### src/rtl/reg_file_mp.sv
// Multi-read-port register file with optional write bypass, hardwired zero
// register, per-register pending-write scoreboard and a sequential clear engine.
module reg_file_mp #(
    parameter int unsigned WIDTH    = 32,
    parameter int unsigned DEPTH    = 32,
    parameter int unsigned NRD      = 2,
    parameter int unsigned BYPASS   = 1,
    parameter int unsigned ZERO_REG = 1,
    localparam int unsigned AW      = $clog2(DEPTH)
) (
    input  logic                 CLK,
    input  logic                 RST,
    input  logic [WIDTH-1:0]     RF_WD,
    input  logic [AW-1:0]        RF_WA,
    input  logic                 RF_EN,
    input  logic [NRD*AW-1:0]    RF_ADR,
    output logic [NRD*WIDTH-1:0] RF_RS,
    output logic [NRD-1:0]       RF_PEND,
    input  logic                 RF_RSV_EN,
    input  logic [AW-1:0]        RF_RSV_ADR,
    input  logic                 RF_CLR,
    output logic                 RF_CLR_BUSY
);

    typedef enum logic [0:0] {StIdle, StSweep} state_e;

    // Register 0 is skipped by the sweep when it is hardwired to zero.
    localparam logic [AW-1:0] CntFirst = (ZERO_REG != 0) ? AW'(1) : AW'(0);
    localparam logic [AW-1:0] CntLast  = AW'(DEPTH - 1);

    state_e           r_state;
    state_e           w_state_d;
    logic [AW-1:0]    r_cnt;
    logic [AW-1:0]    w_cnt_d;
    logic [WIDTH-1:0] r_mem [DEPTH];
    logic [DEPTH-1:0] r_pend;

    logic w_idle;
    logic w_wr_ok;
    logic w_rsv_ok;

    // An address is usable if it exists and is not the hardwired zero register.
    function automatic logic f_valid(input logic [AW-1:0] a);
        f_valid = (32'(a) < DEPTH) && !((ZERO_REG != 0) && (a == '0));
    endfunction

    assign w_idle      = (r_state == StIdle);
    assign w_wr_ok     = RF_EN && w_idle && f_valid(RF_WA);
    assign w_rsv_ok    = RF_RSV_EN && w_idle && f_valid(RF_RSV_ADR);
    assign RF_CLR_BUSY = (r_state == StSweep);

    // Clear FSM state and sweep counter.
    always_ff @(posedge CLK or posedge RST) begin
        if (RST) begin
            r_state <= StIdle;
            r_cnt   <= '0;
        end else begin
            r_state <= w_state_d;
            r_cnt   <= w_cnt_d;
        end
    end

    // Clear FSM next-state and counter logic.
    always_comb begin
        w_state_d = r_state;
        w_cnt_d   = r_cnt;
        unique case (r_state)
            StIdle: begin
                if (RF_CLR) begin
                    w_state_d = StSweep;
                    w_cnt_d   = CntFirst;
                end
            end
            StSweep: begin
                if (r_cnt == CntLast) begin
                    w_state_d = StIdle;
                    w_cnt_d   = '0;
                end else begin
                    w_cnt_d = r_cnt + 1'b1;
                end
            end
            default: begin
                w_state_d = StIdle;
                w_cnt_d   = '0;
            end
        endcase
    end

    // Register array: sweep clears take priority; writes only when idle.
    always_ff @(posedge CLK or posedge RST) begin
        if (RST) begin
            for (int unsigned i = 0; i < DEPTH; i++) begin
                r_mem[i] <= '0;
            end
        end else if (r_state == StSweep) begin
            r_mem[r_cnt] <= '0;
        end else if (w_wr_ok) begin
            r_mem[RF_WA] <= RF_WD;
        end
    end

    // Pending scoreboard: reserve is applied after the write clear so it wins.
    always_ff @(posedge CLK or posedge RST) begin
        if (RST) begin
            r_pend <= '0;
        end else if (r_state == StSweep) begin
            r_pend[r_cnt] <= 1'b0;
        end else begin
            if (w_wr_ok) begin
                r_pend[RF_WA] <= 1'b0;
            end
            if (w_rsv_ok) begin
                r_pend[RF_RSV_ADR] <= 1'b1;
            end
        end
    end

    for (genvar g = 0; g < int'(NRD); g++) begin : g_rd
        logic [AW-1:0]    w_addr;
        logic [WIDTH-1:0] w_data;

        assign w_addr = RF_ADR[g*AW +: AW];

        // Asynchronous read with optional same-cycle forwarding of the write.
        always_comb begin
            w_data = '0;
            if (f_valid(w_addr)) begin
                w_data = r_mem[w_addr];
            end
            if ((BYPASS != 0) && w_wr_ok && (RF_WA == w_addr)) begin
                w_data = RF_WD;
            end
        end

        assign RF_RS[g*WIDTH +: WIDTH] = w_data;
        assign RF_PEND[g]              = f_valid(w_addr) ? r_pend[w_addr] : 1'b0;
    end

endmodule

### config.mk
export PLATFORM = sky130hd
export DESIGN_NAME = reg_file_mp
export DESIGN_NICKNAME = d
export VERILOG_FILES = /design/src/rtl/reg_file_mp.sv
export SDC_FILE = /design/constraint.sdc
export NUM_CORES = 2
export LEC_CHECK = 0
export CELL_PAD_IN_SITES_DETAIL_PLACEMENT = 0
export CELL_PAD_IN_SITES_GLOBAL_PLACEMENT = 1
export CORE_MARGIN = 1
export CORE_UTILIZATION = 50
export DETAILED_ROUTE_END_ITERATION = 10
export DONT_BUFFER_PORTS = 1
export GPL_ROUTABILITY_DRIVEN = 0
export HOLD_SLACK_MARGIN = 0.05
export MAX_ROUTING_LAYER = met4
export PLACE_DENSITY = 0.86
export RECOVER_POWER = 50
export SYNTH_ARGS = -nofsm -noshare
export SYNTH_HDL_FRONTEND = slang
export SYNTH_SLANG_ARGS = --single-unit
### constraint.sdc
create_clock -name CLK -period 41.6 [get_ports CLK]
set_clock_uncertainty 0.2 [all_clocks]
set_input_delay 2.08 -clock CLK [delete_from_list [all_inputs] [get_ports CLK]]
set_output_delay 2.08 -clock CLK [all_outputs]
set_load 0.05 [all_outputs]
Yosys cells after proc, flatten, opt, wreduce, memory -nomap -nowiden:

Index checks and enable logic that the tools add are counted.

* input bits: 57
* bits in latches: 0
* register bits after elaboration: 1062
* memories kept: 0
* memory bits (read-only): 0
* memory bits (writable): 0

* add/subtract/negate cells: 1
* reductions and logical operators: 18
* equality and inequality tests: 4
* bitwise operators: 12
* $mul: 0
* muxes and demuxes: 39
* shift operators: 0
* div/mod/pow operators: 0
* order comparisons: 14

Operators by type and width (number)
* $mux W1024: 2
* $and A1024 B1024 Y1024: 1
* $bwmux W1024: 1
* $not A1024 Y1024: 1
* $mux W32: 14
* $bmux W32 S5: 2
* $demux W32 S5: 2
* $and A32 B32 Y32: 2
* $not A32 Y32: 2
* $or A32 B32 Y32: 1
* $lt A5 B6 Y1 const B: 5
* $ge A6 B6 Y1 const B: 4
* $not A5 Y6: 4
* $logic_not A5 Y1: 4
* $demux W1 S5: 3
* $ge A5 B1 Y1 const B: 3
* $lt A6 B1 Y1 const B: 2
* $logic_and A1 B1 Y1: 11
* $bmux W1 S5: 2
* $eq A5 B5 Y1: 2
* $mux W5: 2
* $pmux W5 S2: 1
* $mux W1: 9
* $add A5 B1 Y5 const B: 1
* 6 further kinds: 7

Longest topological paths before layout:

* depth in word-level cells: 11
* mapped depth: 10

Worst setup path before layout:

OpenSTA, ideal clock, no wires.

* kind: input-to-output
* start: input RF_ADR[5]
* end: output RF_RS[42]
* slack: 34.707 ns
* data required time: 39.320 ns
* stages on the path: 9
* buffers on the path: 4
* arrival time: 4.613 ns
* path through: buf_2 -> buf_2 -> buf_4 -> buf_2 -> nor3_1 -> a221o_1 -> a211oi_1 -> nor3_1 -> o31ai_1

* cells in the longest elaborated chain, start to end: 6
* elaborated cells between the ends (all ways): 9
* classes of those cells: eq/ne (1); mux (5); bitwise (1); reduce/logical (2)

RTL lines
* start: declaration: RTL line 16 `input logic [NRD*AW-1:0] RF_ADR,`
* $not A5 Y6 (not written as such): RTL line 128 `w_data = r_mem[w_addr];`
* $bmux W32 S5: RTL line 128
* $mux W32 (not written as such) (2 in a row): RTL line 128
* $mux W32: RTL line 127 `if (f_valid(w_addr)) begin`
* $mux W32 (*): RTL line 130 `if ((BYPASS != 0) && w_wr_ok && (RF_WA == w_addr)) begin`
* end: declaration: RTL line 17 `output logic [NRD*WIDTH-1:0] RF_RS,`

Every way passes the cells marked *; elsewhere a longest branch is shown, timed or not. The select of a mux whose other input is x is not followed.

==> metrics.md <==
| Metric | Value |
|---|---|
| Final Critical Period | `roughly 12 ns` |
| Yosys synthesis warning count | `0` |
| Failing checks | `max-capacitance violations, max-slew violations` |
| Slew @ Worst Pin | `5.54 ns` |
| Total gr overflow | `0` |
| M1 GR Usage | `48.0%` |
| Critical Path Sink Type | `asynchronous set/reset pin` |
| Buffers on Ports | `0` |
| Final nets | `a little over 4000` |
| Fin crit share | `27.7%` |
| Final Hold Vio Count | `0` |
| WHS | `0.313 ns` |
| WL/cell | `approximately 39 µm` |
| Design Area, Final | `60900 µm²` |
| RSZ-0062 raised after global routing | `false` |
| Avg Vias per Cell | `8.04` |
| Maximum vdd drop | `0.0322 mV` |
| Ports | `124` |
| Critical Path Start Type | `input pin` |
| Syn_nets | `4481` |
| Dpl hpwl | `113000 µm` |
| Yosys cell types | `55` |
| F_max | `between 80 and 90 MHz` |
| Max Cap Viol | `56` |
| Critical path type | `in -> async` |
| Largest net degree at the start of global routing | `between 200 and 300` |
| Cts bufs inserted | `109` |
| Syn avg cell area | `12.8 µm²` |
| Area of the mapped netlist | `roughly 57000 µm²` |
| Ys async rst share | `100%` |
| Final setup vio count | `0` |
| Relative slew margins | `-271%` |
| Routed WL | `around 220000 µm` |
| Chip Width | `between 300 and 400 µm` |
| Clock Tree Root | `clkbuf_16` |
| Pwr Total | `approximately 3.0 mW` |
| Slew Limit Fails | `about 1900` |
| # fillers | `9129` |
| CTS tree | `yes` |
| Sequential area share after synthesis | `46.9%` |
| Initial core utilization | `about half` |
| Rows | `between 100 and 150` |
| Grt met3 use | `~15%` |
| WP data arrival | `between 10 and 15 ns` |
| First-pass GRT wire length | `317000 µm` |
| Leak | `26.3 nW` |
| Seq cells post-synth | `1061` |
| Crit path required time | `42.18 ns` |
| Via Count | `45300` |
| Share of layout cells above drive strength 1 | `19.1%` |
| Setup_tns | `0 ns` |
| Core area | `around 110000 µm²` |
| Post-cts sizing count | `0` |
| Hold_buf cts | `0` |
| Drt first pass iters | `7` |
| Cell total after placement | `5443` |
| PwrDens | `49.9 nW/µm²` |
| CTS Buffer Depth | `3` |
| Most frequent cells in the layout | `1060 x dfrtp_1, 1021 x a22o_1, 433 x mux4_2` |
| Die Ht | `339 µm` |
| Vias in the first global route | `44700` |
| ANT nets after route | `0` |
| Clock Sinks | `1061` |
| Die ar. | `115000 µm²` |
| Syn-to-layout area delta | `7.61%` |
| Mapped Cells | `4419` |
| Crit Path Max Fanout | `124` |
| Clk_lat worst skew | `0.71 ns` |
| Commonest non-fill, non-tap cell in the layout | `dfrtp_1` |
| Worst-path clk slew | `0.06 ns` |
| Post-synth EDFFs | `0` |
| DRC viols | `0` |
| Finished Layout Cells | `5641` |
| Post-Place Cell Area | `57600 µm²` |
| GR Util met2 | `between 50% and 60%` |
| Antenna violations before repair | `2` |
| Status | `finished with violations` |
| Hold WC Path Type | `reg -> reg` |
| Post-CTS Repair Setup Buffers | `0` |
| DR iter-0 viols | `7382` |
| Total track usage | `between 30% and 40%` |
| H-Tree Depth | `3` |
| GRT busiest layer | `met2` |
| Top FF cell, synth | `dfrtp_1` |
## routing by layer
metal / vias to the layer above / routed length (µm)
met5: - / 0
met3: 1039 / 34200
met4: 0 / 16200
li1: 17000 / -
met2: 4294 / 92900
met1: 23100 / 75000
## power breakdown
group / switching, mW / internal (mW)
Combinational: 0.365 / 0.305
Clock: 0.439 / 0.592
Sequential: 0.149 / 1.19
## path summary, 6_finish.rpt
| path | from | slack, ns | endpoint | cells after the start |
|---|---|---|---|---|
| worst max register to register | RF_CLR_BUSY | 32.93 | r_mem[638] | 7 |
| worst max-delay path | RST | 30.09 | r_mem[159] | 7 |
| worst min-delay path | r_mem[1018] | 0.31 | r_mem[1018] | 1 |
| min in group asynchronous | RST | 2.71 | r_mem[960] | 1 |
| worst min register to register | r_mem[1018] | 0.31 | r_mem[1018] | 1 |
| max in group CLK | RF_CLR_BUSY | 32.93 | r_mem[638] | 7 |
## flip-flops by register name, summed over array words and instances, names as in the netlist
name         flops
r_pend          31
r_mem         1024
r_cnt            5
RF_CLR_BUSY      1
## logic make-up after synthesis
group	after synthesis	share of synthesized area (%)
and+or+nand+nor	528	4.58
adders and majority gates	5	0.110
muxes	706	22.1
DFF	1061	46.9
AOI/OAI and AO/OA	1516	21.8
buffers and inverters	591	4.28
xor gates and xnor gates	12	0.186
## stage by stage
step	setup WS, ns	util [%]
final	30.09	54.2
after global routing	28.27	54.2
after CTS	33.86	54.5
after detailed placement	33.70	51.3
after global placement	33.81	51.3
after floorplan	9.45	-
## worst max-delay path, stage by stage
cell        delay [ns]
clkinvlp_2        2.99
clkbuf_1          2.71
buf_4             1.03
buf_4             0.78
buf_4             0.76
buf_4             0.85
buf_4             0.66
## layout make-up
type,instances,area [µm²],share of cell area [%]
Sequential cell,1061,26600,43.6
Inverter,13,50.0,0.0821
Clock buffer,159,3230,5.30
Antenna cell,3,7.51,0.0123
Tap cell,1500,1880,3.08
Timing Repair Buffer,102,613,1.01
Clock inverter,36,445,0.731
Multi-Input combinational cell,2767,28200,46.2
## synthesized netlist by cell type, drive strengths merged (44+ instances only)
cell type | number | area [µm²]
a32o | 45 | 450
nand3 | 63 | 315
buf | 189 | 917
a22o | 1021 | 8940
nor3 | 78 | 390
a22oi | 48 | 360
clkbuf | 389 | 1460
nand2 | 146 | 548
mux2i | 240 | 2400
nor2b | 44 | 275
nor2 | 83 | 312
dfrtp | 1061 | 26600
a21oi | 104 | 521
o22ai | 94 | 588
mux4 | 433 | 9750
No activity file was read; power rests on OpenSTA's default activity.
